--- src/rtl/m_ll_queue_ctrl_if.sv ---
// Handshake bundle between the linked-list queue controller, its push/pop streams and the
// paired free list. The slave modport is the controller's view.
interface m_ll_queue_ctrl_if #(
  parameter int unsigned EN      = 7,
  parameter int unsigned DW      = 8,
  parameter int unsigned CNT_WDT = $clog2(EN + 1)
);
  logic               flush;
  logic               push_vld;
  logic               push_rdy;
  logic [DW-1:0]      push_data;
  logic               pop_vld;
  logic               pop_rdy;
  logic [DW-1:0]      pop_data;
  logic               fl_vld;
  logic               fl_rdy;
  logic [EN-1:0]      fl;
  logic               ret_vld;
  logic               ret_rdy;
  logic [EN-1:0]      ret;
  logic               flush_fl;
  logic [CNT_WDT-1:0] cnt;

  modport slave (
    input  flush, push_vld, push_data, pop_rdy, fl_vld, fl, ret_rdy,
    output push_rdy, pop_vld, pop_data, fl_rdy, ret_vld, ret, flush_fl, cnt
  );

  modport master (
    output flush, push_vld, push_data, pop_rdy, fl_vld, fl, ret_rdy,
    input  push_rdy, pop_vld, pop_data, fl_rdy, ret_vld, ret, flush_fl, cnt
  );
endinterface

--- src/rtl/m_ll_queue_ctrl.sv ---
// Linked-list FIFO controller: entries come one-hot from a free list on push, are chained through
// a next-pointer array, and go back to the free list as they are popped from the head.
module m_ll_queue_ctrl #(
  parameter int unsigned EN      = 7,
  parameter int unsigned DW      = 8,
  parameter int unsigned L2_EN   = $clog2(EN),
  parameter int unsigned CNT_WDT = $clog2(EN + 1)
) (
  input  logic                   clk,
  input  logic                   rst_n,
  m_ll_queue_ctrl_if.slave       bus
);

  logic [DW-1:0]      r_mem  [EN];
  logic [L2_EN-1:0]   r_next [EN];
  logic [L2_EN-1:0]   r_head;
  logic [L2_EN-1:0]   r_tail;
  logic [CNT_WDT-1:0] r_cnt;

  logic [L2_EN-1:0]   w_head_d;
  logic [L2_EN-1:0]   w_tail_d;
  logic [CNT_WDT-1:0] w_cnt_d;
  logic [CNT_WDT-1:0] w_cnt_after_pop;
  logic [L2_EN-1:0]   w_push_idx;
  logic               w_push_rdy;
  logic               w_pop_vld;
  logic               w_push;
  logic               w_pop;

  function automatic logic [L2_EN-1:0] f_onehot2idx(input logic [EN-1:0] oh);
    logic [L2_EN-1:0] idx;
    idx = '0;
    for (int i = 0; i < int'(EN); i++) begin
      if (oh[i]) idx |= L2_EN'(i);
    end
    return idx;
  endfunction

  function automatic logic [EN-1:0] f_idx2onehot(input logic [L2_EN-1:0] idx);
    return EN'(1) << idx;
  endfunction

  // Reset gates the ready/valid outputs so no handshake can complete while rst_n is low.
  assign w_push_rdy = bus.fl_vld & ~bus.flush & rst_n;
  assign w_pop_vld  = (r_cnt != '0) & bus.ret_rdy & ~bus.flush;
  assign w_push     = bus.push_vld & w_push_rdy;
  assign w_pop      = w_pop_vld & bus.pop_rdy;
  assign w_push_idx = f_onehot2idx(bus.fl);

  assign w_cnt_after_pop = r_cnt - CNT_WDT'(w_pop);

  assign bus.push_rdy = w_push_rdy;
  assign bus.fl_rdy   = w_push;
  assign bus.pop_vld  = w_pop_vld;
  assign bus.pop_data = r_mem[r_head];
  assign bus.ret_vld  = w_pop;
  assign bus.ret      = w_pop ? f_idx2onehot(r_head) : '0;
  assign bus.flush_fl = bus.flush & rst_n;
  assign bus.cnt      = r_cnt;

  always_comb begin
    w_head_d = r_head;
    w_tail_d = r_tail;
    w_cnt_d  = r_cnt;
    if (bus.flush) begin
      w_head_d = '0;
      w_tail_d = '0;
      w_cnt_d  = '0;
    end else begin
      if (w_pop) w_head_d = r_next[r_head];
      // A push into a queue that is (or just became) empty starts a new chain.
      if (w_push) begin
        w_tail_d = w_push_idx;
        if (w_cnt_after_pop == '0) w_head_d = w_push_idx;
      end
      w_cnt_d = w_cnt_after_pop + CNT_WDT'(w_push);
    end
  end

  always_ff @(posedge clk or negedge rst_n) begin
    if (!rst_n) begin
      r_head <= '0;
      r_tail <= '0;
      r_cnt  <= '0;
    end else begin
      r_head <= w_head_d;
      r_tail <= w_tail_d;
      r_cnt  <= w_cnt_d;
    end
  end

  // Payload and link storage carry no reset; only entries reachable from head are ever read.
  always_ff @(posedge clk) begin
    if (w_push) begin
      r_mem[w_push_idx] <= bus.push_data;
      if (w_cnt_after_pop != '0) r_next[r_tail] <= w_push_idx;
    end
  end

endmodule

--- src/flat_wrapper.sv ---
// flat-port wrapper written by rule: the top's interface ports become plain ports
module m_ll_queue_ctrl_flat 
#(
  parameter int unsigned EN      = 7,
  parameter int unsigned DW      = 8,
  parameter int unsigned L2_EN   = $clog2(EN),
  parameter int unsigned CNT_WDT = $clog2(EN + 1)
)
  (clk, rst_n, bus_flush, bus_push_vld, bus_push_data, bus_pop_rdy, bus_fl_vld, bus_fl, bus_ret_rdy, bus_push_rdy, bus_pop_vld, bus_pop_data, bus_fl_rdy, bus_ret_vld, bus_ret, bus_flush_fl, bus_cnt);
  m_ll_queue_ctrl_if #(.EN(EN), .DW(DW), .CNT_WDT(CNT_WDT)) bus_i ();
  input  logic clk;
  input  logic rst_n;
  input wire logic [$bits(bus_i.flush)-1:0] bus_flush;
  input wire logic [$bits(bus_i.push_vld)-1:0] bus_push_vld;
  input wire logic [$bits(bus_i.push_data)-1:0] bus_push_data;
  input wire logic [$bits(bus_i.pop_rdy)-1:0] bus_pop_rdy;
  input wire logic [$bits(bus_i.fl_vld)-1:0] bus_fl_vld;
  input wire logic [$bits(bus_i.fl)-1:0] bus_fl;
  input wire logic [$bits(bus_i.ret_rdy)-1:0] bus_ret_rdy;
  output wire logic [$bits(bus_i.push_rdy)-1:0] bus_push_rdy;
  output wire logic [$bits(bus_i.pop_vld)-1:0] bus_pop_vld;
  output wire logic [$bits(bus_i.pop_data)-1:0] bus_pop_data;
  output wire logic [$bits(bus_i.fl_rdy)-1:0] bus_fl_rdy;
  output wire logic [$bits(bus_i.ret_vld)-1:0] bus_ret_vld;
  output wire logic [$bits(bus_i.ret)-1:0] bus_ret;
  output wire logic [$bits(bus_i.flush_fl)-1:0] bus_flush_fl;
  output wire logic [$bits(bus_i.cnt)-1:0] bus_cnt;
  assign bus_i.flush = bus_flush;
  assign bus_i.push_vld = bus_push_vld;
  assign bus_i.push_data = bus_push_data;
  assign bus_i.pop_rdy = bus_pop_rdy;
  assign bus_i.fl_vld = bus_fl_vld;
  assign bus_i.fl = bus_fl;
  assign bus_i.ret_rdy = bus_ret_rdy;
  assign bus_push_rdy = bus_i.push_rdy;
  assign bus_pop_vld = bus_i.pop_vld;
  assign bus_pop_data = bus_i.pop_data;
  assign bus_fl_rdy = bus_i.fl_rdy;
  assign bus_ret_vld = bus_i.ret_vld;
  assign bus_ret = bus_i.ret;
  assign bus_flush_fl = bus_i.flush_fl;
  assign bus_cnt = bus_i.cnt;
  m_ll_queue_ctrl #(.EN(EN), .DW(DW), .L2_EN(L2_EN), .CNT_WDT(CNT_WDT)) u_core (.clk(clk), .rst_n(rst_n), .bus(bus_i));
endmodule
--- config.mk ---
export PLATFORM = sky130hd
export DESIGN_NAME = m_ll_queue_ctrl_flat
export DESIGN_NICKNAME = d
export VERILOG_FILES = /design/src/rtl/m_ll_queue_ctrl_if.sv /design/src/rtl/m_ll_queue_ctrl.sv /design/src/flat_wrapper.sv
export SDC_FILE = /design/constraint.sdc
export NUM_CORES = 1
export LEC_CHECK = 0
export BUFFER_PORTS_ARGS = -buffer_cell sky130_fd_sc_hd__buf_2
export CORE_ASPECT_RATIO = 1.75
export CORE_MARGIN = 2
export CORE_UTILIZATION = 30
export DETAILED_ROUTE_END_ITERATION = 10
export PLACE_DENSITY_LB_ADDON = 0.05
export SYNTH_ARGS = -nofsm -noshare
export SYNTH_HDL_FRONTEND = slang
export SYNTH_SLANG_ARGS = --single-unit
export TNS_END_PERCENT = 1
--- constraint.sdc ---
create_clock -name clk -period 5.5 [get_ports clk]
set_input_delay 0.55 -clock clk [delete_from_list [all_inputs] [get_ports clk]]
set_output_delay 0.55 -clock clk [all_outputs]
set_load 0.005 [all_outputs]
# Yosys cells after proc, flatten, opt, wreduce, memory -nomap -nowiden
# Memory sizes are Yosys's and may differ from the RTL's.
# Cells that the tools add are included.
# op_classes
muxes,19
shifts,1
n_bitwise,8
add_sub_neg,2
n_reduce_logical,4
# op_table
operator,count
$mux 3,10
$and 1x1->1,7
$mux 7,1
$shl 1x3->7 const A,1
$mux 1,6
$reduce_bool 3->1,2
$mux 2,2
$add 3x1->3,1
$logic_not 3->1,1
$sub 3x1->3,1
$reduce_bool 2->1,1
$not 1->1,1
# word_totals
register_bits,9
ram_bits,77
word_cells,39
out_inout_bits,23
inputBits,22
mem_count,2
# memory_table
name,words,width,rd,rd_clocked_by_memory_dff,wr,line,text
u_core.r_mem,7,8,1,0,1,m_ll_queue_ctrl.sv:14,logic [DW-1:0] r_mem [EN];
u_core.r_next,7,3,1,0,1,m_ll_queue_ctrl.sv:15,logic [L2_EN-1:0] r_next [EN];

# Longest topological paths before layout
# depth
depth_word,9
ltp_mapped,10
mapped_depth_nobuf,9

# Worst setup path before layout
# OpenSTA, ideal clock, no wires.
# synth_path
kind,register -> register
start,"register u_core.r_cnt[0], in the netlist u_core.bus.cnt[0]"
end,"memory u_core.r_next[0][0] (netlist bit), enable pin"
slack_ns,2.817
setup_ns,0.345
stages_incl_launch_ff,11
path_buffers,1
period_less_slack_ns,2.683
t_arrival_ns,2.339
required_ns,5.155
cell_sequence,dfrtp_1 nor3_1 nand4bb_1 buf_2 inv_1 ha_1 ha_1 xor2_1 nor2_1 or3_1 nor3_1
# synth_via
elab_chain_len,9
# synth_lines
element,line,text
from (decl),m_ll_queue_ctrl.sv:18,logic [CNT_WDT-1:0] r_cnt;
from (signal assigned),m_ll_queue_ctrl.sv:88,r_cnt <= w_cnt_d;
$reduce_bool 3->1,m_ll_queue_ctrl.sv:45,assign w_pop_vld = (r_cnt != '0) & bus.ret_rdy & ~bus.flush;
$and 1x1->1 (2 in a row),m_ll_queue_ctrl.sv:45,
$and 1x1->1,m_ll_queue_ctrl.sv:47,assign w_pop = w_pop_vld & bus.pop_rdy;
via bus_ret_vld,flat_wrapper.sv:24,output wire logic [$bits(bus_i.ret_vld)-1:0] bus_ret_vld;
$sub 3x1->3,m_ll_queue_ctrl.sv:50,assign w_cnt_after_pop = r_cnt - CNT_WDT'(w_pop);
$reduce_bool 3->1,m_ll_queue_ctrl.sv:96,if (w_cnt_after_pop != '0) r_next[r_tail] <= w_push_idx;
$mux 1,m_ll_queue_ctrl.sv:96,
$mux 1,m_ll_queue_ctrl.sv:94,if (w_push) begin
$mux 1 (implied by the code),m_ll_queue_ctrl.sv:96,
to (decl),m_ll_queue_ctrl.sv:15,
# The timed path passes the listed nets, and every way through them passes these cells.

# Final worst setup path
# layout_path
start,"register u_core.r_cnt[0], in the netlist u_core.bus.cnt[0]"
end,"memory u_core.r_next[0][1] (netlist bit), enable pin"
# layout_via
elab_chain_len,9
# layout_lines
element,line
$reduce_bool 3->1,m_ll_queue_ctrl.sv:45
$and 1x1->1 (2 in a row),m_ll_queue_ctrl.sv:45
$and 1x1->1,m_ll_queue_ctrl.sv:47
$sub 3x1->3 (*),m_ll_queue_ctrl.sv:50
$reduce_bool 3->1 (*),m_ll_queue_ctrl.sv:96
$mux 1 (*),m_ll_queue_ctrl.sv:96
$mux 1 (*),m_ll_queue_ctrl.sv:94
$mux 1 (implied by the code) (*),m_ll_queue_ctrl.sv:96
# Every way passes the cells marked *; elsewhere a longest branch is shown, timed or not.

==> results.sh <==
export IMPL_routabilityCongestion=0.735
export IMPL_synth_edff_count=77
export IMPL_track_usage_pct=13.1
export IMPL_seq_area_frac_synth_pct=69.2
export IMPL_setup_violations=0
export IMPL_relSlewSlack_pct=30.8
export IMPL_r2r_end="u_core.r_next[0][1]"
export IMPL_die_area_um2=13200
export IMPL_finalMaxSlewViolations=0
export IMPL_peakVddDrop_mv=0.279
export IMPL_cellLeakagePower_uw=0.00152
export IMPL_r2r_start="u_core.bus.cnt[0]"
export IMPL_finalCoreUtilization_pct=36.4
export IMPL_layout_common_cells="77 x edfxtp_1, 43 x buf_2, 22 x nand2_1"
export IMPL_path_class="flip-flop to flip-flop"
export IMPL_die_x_um=87.6
export IMPL_postCtsResizedCells=0
export IMPL_synth_top_area_share_pct=63.1
export IMPL_clock_path_buffers=2
export IMPL_cts_hold_buf=0
export IMPL_reg2reg_depth=9
export IMPL_startpoint_type="flip-flop"
export IMPL_grt_start_max_net_pins=37
export IMPL_drc=0
export IMPL_rsz0062_at_grt="no"
export IMPL_hpwl_um=5320
export IMPL_design_area_um2=4370
export IMPL_synth_warnings=0
export IMPL_cp_end_kind="flip-flop"
export IMPL_overflow=0
export IMPL_period_minus_slack_ns=3.20
export IMPL_drt_wirelength_per_cell_um=17.9
export IMPL_cts_buffers=9
export IMPL_cp_data_required_time_ns=5.47
export IMPL_status="finished clean"
export IMPL_postRouteAntennaNets=0
export IMPL_cts_setup_buffers=0
export IMPL_clock_sinks=86
export IMPL_start_util_pct=30.5
export IMPL_cts_tree="done"
export IMPL_cts_root_buf="clkbuf_16"
export IMPL_post_dp_cell_area_um2=4040
export IMPL_syn_num_nets=254
export IMPL_synth_seq_cells=86
export IMPL_crit_arrival_ns=3.16
export IMPL_first_global_vias=2148
export IMPL_io_buffers=43
export IMPL_n_antenna_cell=0
export IMPL_async_flop_share_pct=10.5
export IMPL_p_per_area_nw_per_um2=334
export IMPL_dieHeight_um=150
export IMPL_grt_pass1_wl_um=12000
export IMPL_clk_pin_slew_ns=0.07
export IMPL_clock_latency_ns=0.33
export IMPL_fmax_mhz=313
export IMPL_area_growth_pct=19.1
export IMPL_hold_path_class="primary input to asynchronous set/reset pin"
export IMPL_core_area_um2=12000
export IMPL_nFillCells=1161
export IMPL_nets=300
export IMPL_viasPerCell=4.59
export IMPL_drt_pre_antenna_iters=4
export IMPL_antenna_found_initial=0
export IMPL_synth_top_area_cell="edfxtp_1"
export IMPL_clock_skew_ns=0.00794
export IMPL_avgSynthCellArea_um2=16.1
export IMPL_hold_viol_final=0
export IMPL_drt_total_wl_um=7970
export IMPL_drtIter0Drc=100
export IMPL_fp_row_count=53
export IMPL_crit_fanout=7
export IMPL_synth_area_um2=3670
export IMPL_fin_crit_sh_pct=58.1
export IMPL_ios=45
export IMPL_hold_ws_ns=0.0873
export IMPL_drive_gt1_share_pct=29.7
export IMPL_r2r_slack_ns=2.30
export IMPL_synth_ff_type="edfxtp_1"
export IMPL_worst_pin_slew_ns=1.03
export IMPL_cap_viol_max_count=0
export IMPL_synth_area_top_cells="edfxtp_1 63%, dfrtp_1 6.1%, mux2_2 3.7%, mux4_2 3.7%, mux4_1 3.6%"
export IMPL_tns_ns=0
export IMPL_htree_levels=3
export IMPL_num_vias=2037
export IMPL_synth_distinct_cells=37
export IMPL_final_common_cell="edfxtp_1"
export IMPL_synth_cells=228
## cells in the mapped netlist (3+ instances only)
| master | number |
|---|---|
| buf_2 | 3 |
| mux2i_1 | 9 |
| mux4_1 | 5 |
| clkbuf_1 | 4 |
| nand3b_1 | 4 |
| a21oi_1 | 3 |
| nor2_1 | 14 |
| mux4_2 | 6 |
| nor3_1 | 9 |
| o21ai_0 | 10 |
| edfxtp_1 | 77 |
| mux2_2 | 12 |
| nor3b_1 | 3 |
| ha_1 | 4 |
| nand2_1 | 22 |
| inv_1 | 9 |
| dfrtp_1 | 9 |
## sequential cells by signal, summed over array words and instances, names as in the netlist
register        flops
u_core.bus.cnt      3
u_core.r_head       3
u_core.r_mem       56
u_core.r_next      21
u_core.r_tail       3
## cell families after synthesis
family | synth area share [%]
buf+inv | 2.90
xor+xnor | 0.478
fa+ha+maj | 1.37
simple gates | 9.01
compound gates | 2.49
mux | 14.5
flops | 69.2
## through the flow
step,worst slack (ns),total power [µW],std cells
floorplan,2.82,780,228
CTS,2.25,1480,444
global placement,2.10,812,428
finish,2.30,1460,444
global route,2.01,1510,444
detailed placement,2.04,813,428
## report_power, final
| group | switching, µW | internal, µW |
|---|---|---|
| combinational | 40.0 | 34.1 |
| sequential | 6.56 | 715 |
| clock | 258 | 405 |
## worst max-delay path, stage by stage, from the launching register on
cell	delay, ns
dfrtp_1	0.39
nor3_1	0.23
nand4bb_1	0.33
inv_1	0.22
ha_1	0.23
ha_1	0.18
xor2_1	0.30
nor2_1	0.11
or3_1	0.39
nor3_1	0.44
## area by class of cell
| type | instances | area, µm² | area share [%] |
|---|---|---|---|
| Clock inverter | 7 | 105 | 2.41 |
| Timing Repair Buffer | 46 | 238 | 5.44 |
| Tap cell | 165 | 206 | 4.73 |
| Sequential cell | 86 | 2540 | 58.1 |
| Clock buffer | 9 | 225 | 5.16 |
| Inverter | 9 | 33.8 | 0.773 |
| Multi-Input combinational cell | 122 | 1020 | 23.4 |
## how the worst max path moves through the flow
stage | from | end | slack, ns | depth (start not counted)
2_1_floorplan | u_core.bus.cnt[0] | u_core.r_next[0][0] | 2.82 | 10
4_1_cts | u_core.bus.cnt[0] | u_core.r_next[0][1] | 2.25 | 9
3_3_place_gp | bus_flush | u_core.r_next[0][0] | 2.10 | 9
6_report | u_core.bus.cnt[0] | u_core.r_next[0][1] | 2.30 | 9
5_1_grt | u_core.bus.cnt[0] | u_core.r_next[0][0] | 2.01 | 9
3_5_place_dp | bus_flush | u_core.r_next[0][1] | 2.04 | 9
## routing by layer
metal	share of wire, %	track usage (%)	vias to the layer above
met1	38	13.9	1034
li1	-	-	964
met4	2.0	5.77	0
met2	57	24.6	29
met3	2.0	2.30	10
met5	0	0	-
Power figures use the tool's default switching activity.
